[src/rtl/amount_entry_ctrl.sv]
// amount_entry_ctrl
//   Turns the keypad scanner's debounced key stream into the amount-entry
//   dialogue. It detects single key events from the press level and builds
//   a decimal amount from digit keys. It validates the amount when CONFIRM
//   is pressed, then holds the confirmed amount for the charge controller
//   until that controller acknowledges it.
//
// Ports
//   clk           1 kHz system clock (same divided clock as the scanner)
//   rst_n         asynchronous reset, active-HIGH (legacy naming)
//   press         scanner "key held & stable" level
//   key_value     key code: 0-9 digit, A start, B clear, C confirm, D-F unused
//   ack           charge controller has taken the amount (level or pulse)
//   amount        current entered / confirmed amount, binary
//   digit_cnt     digits entered so far
//   entry_active  high while an entry is in progress
//   amount_valid  high while a confirmed amount is being held
//   start_pulse   1-cycle: entry started
//   clear_pulse   1-cycle: entry cleared by CLEAR
//   err_pulse     1-cycle: CONFIRM rejected
//   timeout_pulse 1-cycle: entry aborted by inactivity
module amount_entry_ctrl #(
    parameter int MAX_DIGITS = 2,
    parameter int MAX_AMOUNT = 20,
    parameter int TIMEOUT    = 10000,
    parameter int AW         = 7
) (
    input  logic          clk,
    input  logic          rst_n,
    input  logic          press,
    input  logic [3:0]    key_value,
    input  logic          ack,
    output logic [AW-1:0] amount,
    output logic [1:0]    digit_cnt,
    output logic          entry_active,
    output logic          amount_valid,
    output logic          start_pulse,
    output logic          clear_pulse,
    output logic          err_pulse,
    output logic          timeout_pulse
);

    localparam int TW = $clog2(TIMEOUT + 1);

    localparam logic [3:0] KEY_START   = 4'hA;
    localparam logic [3:0] KEY_CLEAR   = 4'hB;
    localparam logic [3:0] KEY_CONFIRM = 4'hC;

    typedef enum logic [1:0] {IDLE, ENTRY, DONE} state_t;

    state_t          state, state_nxt;
    logic            press_d;
    logic [TW-1:0]   timer, timer_nxt;
    logic [AW-1:0]   amount_nxt;
    logic [1:0]      cnt_nxt;
    logic            sp_nxt, cp_nxt, ep_nxt, tp_nxt;
    logic            key_evt;
    logic            accepted;
    logic [AW+3:0]   mac;

    // Rising edge of the press level: one event per key press, no repeats.
    assign key_evt = press & ~press_d;

    // Decimal shift-in with headroom; MAX_DIGITS bounds the result to AW bits.
    assign mac = (AW+4)'(amount) * (AW+4)'(10) + (AW+4)'(key_value);

    assign entry_active = (state == ENTRY);
    assign amount_valid = (state == DONE);

    always_ff @(posedge clk or posedge rst_n) begin
        if (rst_n) begin
            state         <= IDLE;
            press_d       <= 1'b0;
            timer         <= '0;
            amount        <= '0;
            digit_cnt     <= '0;
            start_pulse   <= 1'b0;
            clear_pulse   <= 1'b0;
            err_pulse     <= 1'b0;
            timeout_pulse <= 1'b0;
        end else begin
            state         <= state_nxt;
            press_d       <= press;
            timer         <= timer_nxt;
            amount        <= amount_nxt;
            digit_cnt     <= cnt_nxt;
            start_pulse   <= sp_nxt;
            clear_pulse   <= cp_nxt;
            err_pulse     <= ep_nxt;
            timeout_pulse <= tp_nxt;
        end
    end

    always_comb begin
        state_nxt  = state;
        timer_nxt  = timer;
        amount_nxt = amount;
        cnt_nxt    = digit_cnt;
        sp_nxt     = 1'b0;
        cp_nxt     = 1'b0;
        ep_nxt     = 1'b0;
        tp_nxt     = 1'b0;
        accepted   = 1'b0;

        case (state)
            IDLE: begin
                timer_nxt = '0;
                if (key_evt && key_value == KEY_START) begin
                    state_nxt  = ENTRY;
                    amount_nxt = '0;
                    cnt_nxt    = '0;
                    sp_nxt     = 1'b1;
                end
            end

            ENTRY: begin
                // START, D-F and digits beyond the limit are not accepted
                // and therefore do not restart the inactivity timer.
                if (key_evt) begin
                    if (key_value <= 4'd9) begin
                        if (digit_cnt < 2'(MAX_DIGITS)) begin
                            amount_nxt = mac[AW-1:0];
                            cnt_nxt    = digit_cnt + 2'd1;
                            accepted   = 1'b1;
                        end
                    end else if (key_value == KEY_CLEAR) begin
                        amount_nxt = '0;
                        cnt_nxt    = '0;
                        cp_nxt     = 1'b1;
                        accepted   = 1'b1;
                    end else if (key_value == KEY_CONFIRM) begin
                        accepted = 1'b1;
                        if (digit_cnt == 2'd0 || amount == '0) begin
                            ep_nxt = 1'b1;
                        end else if (amount > AW'(MAX_AMOUNT)) begin
                            ep_nxt     = 1'b1;
                            amount_nxt = '0;
                            cnt_nxt    = '0;
                        end else begin
                            state_nxt = DONE;
                        end
                    end
                end

                // An accepted key in the expiry cycle wins over the abort.
                if (accepted) begin
                    timer_nxt = '0;
                end else if (timer == TW'(TIMEOUT - 1)) begin
                    state_nxt  = IDLE;
                    amount_nxt = '0;
                    cnt_nxt    = '0;
                    tp_nxt     = 1'b1;
                    timer_nxt  = '0;
                end else begin
                    timer_nxt = timer + TW'(1);
                end
            end

            DONE: begin
                timer_nxt = '0;
                if (ack) begin
                    state_nxt  = IDLE;
                    amount_nxt = '0;
                    cnt_nxt    = '0;
                end
            end

            default: begin
                state_nxt  = IDLE;
                amount_nxt = '0;
                cnt_nxt    = '0;
                timer_nxt  = '0;
            end
        endcase
    end

endmodule
[config.mk]
export PLATFORM = sky130hd
export DESIGN_NAME = amount_entry_ctrl
export DESIGN_NICKNAME = d
export VERILOG_FILES = /design/src/rtl/amount_entry_ctrl.sv
export SDC_FILE = /design/constraint.sdc
export NUM_CORES = 1
export LEC_CHECK = 0
export ABC_AREA = 1
export CAP_MARGIN = 0
export CORE_MARGIN = 2
export CORE_UTILIZATION = 34
export CTS_CLUSTER_DIAMETER = 60
export DETAILED_ROUTE_END_ITERATION = 8
export GPL_TIMING_DRIVEN = 0
export PLACE_DENSITY = 0.62
export SYNTH_ARGS = -nofsm -noshare
export SYNTH_HDL_FRONTEND = slang
export SYNTH_SLANG_ARGS = --single-unit
[constraint.sdc]
create_clock -name clk -period 3 [get_ports clk]
set_clock_uncertainty 0.1 [all_clocks]
set_input_delay 0.6 -clock clk [delete_from_list [all_inputs] [get_ports clk]]
set_output_delay 0.6 -clock clk [all_outputs]
set_load 0.1 [all_outputs]
==> results of run 1 <==
==> per-layer routing <==
| layer | GRT usage | wire, um | vias up |
|---|---|---|---|
| met1 | 0.1933 | 2216 | 868 |
| met5 | 0 | 0 | - |
| li1 | - | - | 951 |
| met3 | 0.03370 | 166 | 12 |
| met4 | 0.06885 | 82 | 0 |
| met2 | 0.2492 | 2248 | 34 |
==> Yosys cell counts, types with 2 or more instances <==
library cell	number
nand2_1	70
nor2_1	38
inv_1	35
dfrtp_1	30
nand3_1	15
ha_1	9
nand4_1	9
o21ai_0	9
a21oi_1	8
nor3_1	7
xor2_1	7
nand2_2	5
nand2_4	4
nor2_2	4
inv_2	3
fa_1	2
nand3b_1	2
nor2_4	2
xnor2_1	2
==> logic make-up (layout without fill, tap and decap cells) <==
logic type | after synthesis | in the layout | synth area share
simple gates | 166 | 166 | 0.3874
buf+inv | 43 | 72 | 0.08403
flops | 30 | 30 | 0.3576
compound gates | 23 | 23 | 0.06079
fa+ha+maj | 11 | 11 | 0.07271
xor+xnor | 9 | 9 | 0.03755
==> sequential cells by signal, indices dropped and copies added, names as in the netlist <==
signal,flops
timeout_pulse,1
state,2
clear_pulse,1
start_pulse,1
digit_cnt,2
press_d,1
err_pulse,1
timer,14
amount,7
==> final cells by class <==
type / instances / area, um2 / share of cell area
Clock buffer: 6 / 82.58 / 0.03269
Multi-Input combinational cell: 209 / 1172 / 0.4641
Timing Repair Buffer: 22 / 220.2 / 0.08717
Tap cell: 75 / 93.84 / 0.03715
Sequential cell: 30 / 750.7 / 0.2972
Inverter: 40 / 152.6 / 0.06043
Buffer: 3 / 23.77 / 0.009411
Clock inverter: 1 / 30.03 / 0.01189
==> worst max path at each step <==
stage / end / cells past startpoint / startpoint
6_report: entry_active / 3 / state[0]
5_1_grt: amount_valid / 3 / state[1]
4_1_cts: entry_active / 3 / state[0]
3_5_place_dp: amount[5] / 12 / key_value[1]
3_3_place_gp: amount[5] / 13 / key_value[1]
2_1_floorplan: amount[6] / 12 / amount[3]
==> critical path: cells and delay by family (launching register included) <==
kind | cells | cell delay, ns
buffers and inverters | 2 | 1.27
flip-flops | 1 | 0.36
AND/OR/NAND/NOR | 1 | 0.15
==> power by group through the flow <==
| stage | clock network, mW | logic, mW | registers [mW] |
|---|---|---|---|
| 2_1_floorplan | 0 | 0.663 | 0.918 |
| 3_3_place_gp | 0 | 1.28 | 0.578 |
| 3_5_place_dp | 0 | 1.29 | 0.579 |
| 4_1_cts | 0.432 | 1.30 | 0.574 |
| 5_1_grt | 0.442 | 1.44 | 0.585 |
| 6_report | 0.416 | 1.29 | 0.570 |
==> out/qor.yml, run 1 <==
pin_count: 23
power_frac_seq: 0.250
cts_tree: "built"
worstMarginPinSlew_ns: 1.157
status: "finished, final reports clean"
cp-start-kind: "register"
final_design_area_no_fill_um2: 2526
total_power_mw: 2.281
cts_hold_buffers: 0
routed_via_density: 4.832
p_switching_mw: 1.160
p_per_area_nw_per_um2: 902.8
ant_nets: 0
syn_area_per_cell_um2: 7.445
period_needed_ns: 2.778
r2r_end: "amount[6]"
slowest_stage: "clkdlybuf4s50_1"
grt_pass1_vias: 1704
ys_seq_area_frac: 0.3576
cp.arrival_ns: 2.08
pre_cts_slack_ns: 0.2949
drt_iter0_markers: 64
vias: 1865
cts-buffers-inserted: 5
hold_path.class: "reg -> reg"
synth_cells: 282
postRouteWirelength_mm: 4.714
timing.fmax_mhz: 360.0
drive_gt1_frac: 0.1158
synthTopCellsByArea: "dfrtp_1 (36%), nand2_1 (13%), nor2_1 (6.8%), inv_1 (6.3%), ha_1 (5.4%)"
drv_slew: 0
antenna_found_initial: 0
async_flop_share: 1.000
setup_violations: 0
area_delta_synth_final_pct: 20.32
grt_start_max_net_pins: 31
mostFrequentLayoutCells: "nand2_1 (70), nor2_1 (38), inv_1 (35)"
initial_core_util: 0.3525
reg2regPathDepth: 12
r2r_start: "amount[3]"
drcViolationCount: 0
cts.sink_count: 30
finish.utilization: 0.4242
place_area_um2: 2414
die_area_um2: 6819
port_buffers: 22
wire_per_inst_um: 12.21
num-fill-cells: 625
critical_path.cell_chain: "inv_1, nor2_8, clkdlybuf4s50_1"
cts_buffer_depth: 2
die_x_um: 82.58
synth_ff_type: "dfrtp_1"
grt_overflow_total: 0
cap_viol_max_count: 0
yosysUniqueCellTypes: 40
cp_max_fo: 5
leakage_nw: 1.216
r2r_setup_slack_ns: 0.63
cts_setup_buffers: 0
ys_ff_latch: 30
diodes: 0
first_pass_iters: 4
hpwlAfterDp_mm: 3.538
fin_cells: 386
vdd_drop_max_uv: 496.0
setup_slack_ns: 0.2220
cts.repair.resized: 0
hold-worst-slack_ns: 0.3558
placed_cells: 379
hold_end: "timer[0]"
root_buffer: "clkbuf_8"
grt_pass1_wl_mm: 7.852
core.rowCount: 28
relSlewSlack: 0.2281
layout.nets: 330
yosysTopAreaCell: "dfrtp_1"
synth_top_area_frac: 0.3576
track_usage: 0.1530
final_common_cell: "nand2_1"
die_h_um: 82.58
synth_edf_count: 0
path_clk_slew_ns: 0.06
fp.coreArea_um2: 5956
cp-end-kind: "primary output"
tns_ns: 0
worstHoldStart: "timer[0]"
yosys_warnings: 0
hold_depth: 1
rsz0062_at_grt: "no"
clkLatencyLatePin_ns: 0.29
crit_type: "reg -> out"
place.gp.congestion: 0.9043
required_ns: 2.30
netlist_area_um2: 2100
finalHoldViolCount: 0
post-route-period-util: 0.9260
synth_fp_nets: 301
power_frac_comb: 0.567
power.internal_mw: 1.121
cts_max_level: 2
switching_share: 0.5085
cpPeakStageDelay_ns: 1.15
pwr-share-clk: 0.183
(Power assumes the default switching activity.)
==> run 2: changes to the inputs <==
Settings changed: REMOVE_ABC_BUFFERS set to 1.
==> out/qor.yml, run 2 (same netlist as run 1, synthesis figures left out) <==
hpwlAfterDp_mm: 3.562  # +0.68%
grt_pass1_wl_mm: 7.928  # +0.97%
routed_via_density: 4.836  # about the same
grt_start_max_net_pins: 31  # unchanged
largest_register_ffs: 14  # unchanged
grt_pass1_vias: 1754  # +2.9%
cp_num_buf_inv: 1  # -1
die_x_um: 82.58  # unchanged
hold_path.class: "reg -> reg"
cts.repair.resized: 0  # unchanged
seq_area_um2: 750.7  # unchanged
placed_cells: 376  # -0.79%
setup_violations: 0  # unchanged
cp_max_fo: 9  # +4
cp-end-kind: "primary output"
crit_type: "reg -> out"
num-fill-cells: 609  # -2.6%
cts_hold_buffers: 0  # unchanged
cpPeakStageDelay_ns: 1.22  # +0.07 ns
vdd_drop_max_uv: 547.5  # +10%
hold_depth: 1  # unchanged
antenna_found_initial: 0  # unchanged
drt_iter0_markers: 91  # +42%
r2r_start: "amount[3]"
final_common_cell: "nand2_1"
postRouteWirelength_mm: 4.683  # -0.66%
port_buffers: 22  # unchanged
timing.fmax_mhz: 358.9  # -0.31%
core.rowCount: 28  # unchanged
cts-buffers-inserted: 5  # unchanged
fp.coreArea_um2: 5956  # unchanged
crit_cells: 1  # -2
finalHoldViolCount: 0  # unchanged
cp.arrival_ns: 2.09  # about the same
cap_viol_max_count: 0  # unchanged
tns_ns: 0  # unchanged
critical_path.cell_chain: "clkdlybuf4s50_1"
path_clk_slew_ns: 0.07  # about the same
leakage_nw: 1.190  # -2.1%
slowest_stage: "clkdlybuf4s50_1"
cts.sink_count: 30  # unchanged
wire_per_inst_um: 12.20  # -0.14%
cts_buffer_depth: 2  # unchanged
multi_input_area_um2: 1172  # unchanged
initial_core_util: 0.3525  # unchanged
die_area_um2: 6819  # unchanged
hold_end: "timer[0]"
area_delta_synth_final_pct: 18.36
reg_top3: "timer: 14 flops, amount: 7 flops"
grt_overflow_total: 0  # unchanged
worstMarginPinSlew_ns: 1.150  # -0.006280 ns
clkLatencyLatePin_ns: 0.28  # about the same
post-route-period-util: 0.9289  # +0.002907
root_buffer: "clkbuf_8"
diodes: 0  # unchanged
p_per_area_nw_per_um2: 883.6  # -2.1%
vias: 1857  # -0.43%
drv_slew: 0  # unchanged
crit_family: "buffers and inverters"
pin_count: 23  # unchanged
drcViolationCount: 0  # unchanged
cp-start-kind: "register"
required_ns: 2.30  # about the same
cts_setup_buffers: 0  # unchanged
cts_tree: "built"
mostFrequentLayoutCells: "nand2_1 (70), nor2_1 (38), inv_1 (35)"
rsz0062_at_grt: "no"
period_needed_ns: 2.787  # +0.008721 ns
ant_nets: 0  # unchanged
layout.nets: 327  # -0.91%
cts_max_level: 2  # unchanged
drive_gt1_frac: 0.1100  # -0.005723
worstHoldStart: "timer[0]"
reg2regPathDepth: 12  # unchanged
status: "finished, final reports clean"
r2r_end: "amount[6]"
top_register: "timer"
relSlewSlack: 0.2323  # +0.004191
place.gp.congestion: 0.8622  # -4.7%
fin_cells: 384  # -0.52%
track_usage: 0.1515  # -0.001481
die_h_um: 82.58  # unchanged
first_pass_iters: 4  # unchanged
r2r_setup_slack_ns: 0.59  # -0.04 ns
==> run 2: worst max path at each step <==
stage	startpoint	end	slack [ns]
floorplan	amount[3]	amount[6]	0.14
detailed placement	key_value[1]	amount[5]	0.29
global placement	key_value[1]	amount[5]	0.32
CTS	digit_cnt[1]	digit_cnt[1]	0.20
global route	state[1]	amount_valid	0.12
finish	digit_cnt[1]	digit_cnt[1]	0.21
==> run 2: area by class of cell <==
type / instances / share of cell area
tap: 75 / 0.03776
inverter: 40 / 0.06143
multi-input combinational: 209 / 0.4718
clock inverter: 2 / 0.005035
sequential: 30 / 0.3021
timing repair buffer: 22 / 0.08862
clock buffer: 6 / 0.03323
==> run 2: through the flow <==
| stage | utilization | hold slack (ns) | cell area, um2 | power (mW) | worst slack (ns) |
|---|---|---|---|---|---|
| after global routing | 0.4172 | 0.3955 | 2485 | 2.363 | 0.1233 |
| after floorplan | - | 0.3251 | 2076 | 1.561 | 0.1444 |
| final | 0.4172 | 0.3634 | 2485 | 2.196 | 0.2133 |
| after detailed placement | 0.4013 | 0.3632 | 2390 | 1.855 | 0.2883 |
| after global placement | 0.4013 | 0.3486 | 2390 | 1.838 | 0.3158 |
| after CTS | 0.4172 | 0.3729 | 2485 | 2.208 | 0.1972 |
==> run 2: metal layers <==
metal	wire (um)	vias to the layer above	GRT usage
li1	-	952	-
met1	2204	863	0.1986
met2	2262	37	0.2532
met3	187	5	0.03261
met4	28	0	0.03934
met5	0	-	0
==> run 2: where the power goes <==
group | internal [mW] | total, mW | switching, mW
clock | 0.184 | 0.349 | 0.165
combinational | 0.368 | 1.26 | 0.890
sequential | 0.472 | 0.589 | 0.118
==> run 3: changes to the inputs <==
Settings changed: DONT_BUFFER_PORTS set to 1, GPL_TIMING_DRIVEN 0 to unset, PLACE_DENSITY 0.62 to 0.57, TNS_END_PERCENT set to 100.
==> out/qor.yml, run 3 (same netlist as run 1, synthesis figures left out) <==
timing.fmax_mhz: 441.2  # +23%
final_design_area_no_fill_um2: 2357  # -5.1%
routed_via_density: 4.791  # -0.92%
multi_input_area_um2: 1175  # +0.21%
p_per_area_nw_per_um2: 923.3  # +4.5%
postRouteWirelength_mm: 4.799  # +2.5%
fin_cells: 374  # -2.6%
grt_start_max_net_pins: 31  # unchanged
diodes: 0  # unchanged
area_delta_synth_final_pct: 12.28
clkLatencyLatePin_ns: 0.29  # about the same
vias: 1792  # -3.5%
seq_area_um2: 750.7  # unchanged
die_h_um: 82.58  # unchanged
cts.sink_count: 30  # unchanged
period_needed_ns: 2.267  # -0.5200 ns
place.gp.congestion: 0.8563  # -0.68%
reg_top3: "timer: 14 flops, amount: 7 flops"
cp-start-kind: "register"
grt_pass1_vias: 1749  # -0.29%
place_area_um2: 2262  # -5.3%
relSlewSlack: 0.4183  # +0.1860
setup_slack_ns: 0.7333  # +0.5200 ns
cts-buffers-inserted: 5  # unchanged
cts.repair.resized: 0  # unchanged
status: "finished, final reports clean"
core.rowCount: 28  # unchanged
rsz0062_at_grt: "no"
vdd_drop_max_uv: 546.4  # -0.20%
final_common_cell: "nand2_1"
mostFrequentLayoutCells: "nand2_1 (70), nor2_1 (37), inv_1 (35)"
cts_tree: "built"
num-fill-cells: 637  # +4.6%
port_buffers: 0  # -100%
cap_viol_max_count: 0  # unchanged
required_ns: 3.09  # +0.79 ns
leakage_nw: 1.171  # -1.6%
cts_setup_buffers: 0  # unchanged
post-route-period-util: 0.7556  # -0.1733
total_power_mw: 2.176  # -0.87%
grt_overflow_total: 0  # unchanged
fp.coreArea_um2: 5956  # unchanged
die_x_um: 82.58  # unchanged
largest_register_ffs: 14  # unchanged
r2r_end: "amount[6]"
hold_path.class: "in -> async"
layout.nets: 317  # -3.1%
finalHoldViolCount: 0  # unchanged
setup_violations: 0  # unchanged
crit_type: "reg -> reg"
track_usage: 0.1578  # +0.006359
drcViolationCount: 0  # unchanged
pin_count: 23  # unchanged
r2r_setup_slack_ns: 0.73  # +0.14 ns
ant_nets: 0  # unchanged
top_register: "timer"
cp-end-kind: "register"
cp.arrival_ns: 2.36  # +0.27 ns
root_buffer: "clkbuf_8"
r2r_start: "amount[1]"
drt_iter0_markers: 56  # -38%
reg2regPathDepth: 12  # unchanged
grt_pass1_wl_mm: 8.176  # +3.1%
wire_per_inst_um: 12.83  # +5.2%
die_area_um2: 6819  # unchanged
placed_cells: 366  # -2.7%
cts_hold_buffers: 0  # unchanged
antenna_found_initial: 0  # unchanged
worstMarginPinSlew_ns: 0.8731  # -0.2772 ns
pre_cts_slack_ns: 0.7409  # +0.4527 ns
drv_slew: 0  # unchanged
cts_buffer_depth: 2  # unchanged
cp_max_fo: 2  # -7
path_clk_slew_ns: 0.07  # about the same
hpwlAfterDp_mm: 3.643  # +2.3%
cts_max_level: 2  # unchanged
tns_ns: 0  # unchanged
first_pass_iters: 4  # unchanged
drive_gt1_frac: 0.1572  # +0.04716
initial_core_util: 0.3525  # unchanged
## run 3: changes by cell type in the layout (fill, tap and decap cells not counted)
cell,previous run,this run
nor2_1,38,37
clkdlybuf4s50_1,22,0
nor2_2,4,5
buf_4,0,12
## run 3: metrics by stage
step	hold WS, ns	utilization
6_report	0.1804	0.3958
5_1_grt	0.2220	0.3958
4_1_cts	0.1956	0.3958
3_5_place_dp	0.3514	0.3798
3_3_place_gp	0.3472	0.3798
2_1_floorplan	0.3251	-
## run 3: worst max-delay path by stage
stage               startpoint   endpoint  slack [ns]  depth (start not counted)
floorplan            amount[3]  amount[6]        0.14                         12
global placement     amount[1]  amount[6]        0.80                         12
detailed placement   amount[1]  amount[6]        0.74                         12
CTS                  amount[1]  amount[6]        0.74                         12
global route         amount[0]  amount[5]        0.62                         13
finish               amount[1]  amount[6]        0.73                         12
## run 3: critical path, stage by stage, from the launching register on
cell     delay [ns]
dfrtp_1        0.39
ha_1           0.29
ha_1           0.22
fa_1           0.50
nand2_1        0.06
inv_1          0.07
nand4_1        0.08
nand2_1        0.11
nand3_1        0.08
nand3_1        0.09
nand2_1        0.06
nand3_1        0.08
nand2_1        0.04
## run 3: where the power goes
part / switching, mW / internal [mW] / total, mW
clock network: 0.170 / 0.184 / 0.354
registers: 0.0520 / 0.472 / 0.524
logic: 0.962 / 0.336 / 1.30
total: 1.18 / 0.993 / 2.18
## run 3: routing by layer
layer,track usage,vias to the layer above,routed length [um]
li1,-,931,-
met5,0,-,0
met2,0.2677,25,2304
met1,0.1954,829,2242
met4,0.04918,0,57
met3,0.04130,7,193
## run 3: layout make-up
| type | instances | area share |
|---|---|---|
| Clock inverter | 2 | 0.005308 |
| Sequential cell | 30 | 0.3185 |
| Tap cell | 75 | 0.03981 |
| Clock buffer | 6 | 0.03503 |
| Inverter | 40 | 0.06476 |
| Timing Repair Buffer | 12 | 0.03822 |
| Multi-Input combinational cell | 209 | 0.4984 |
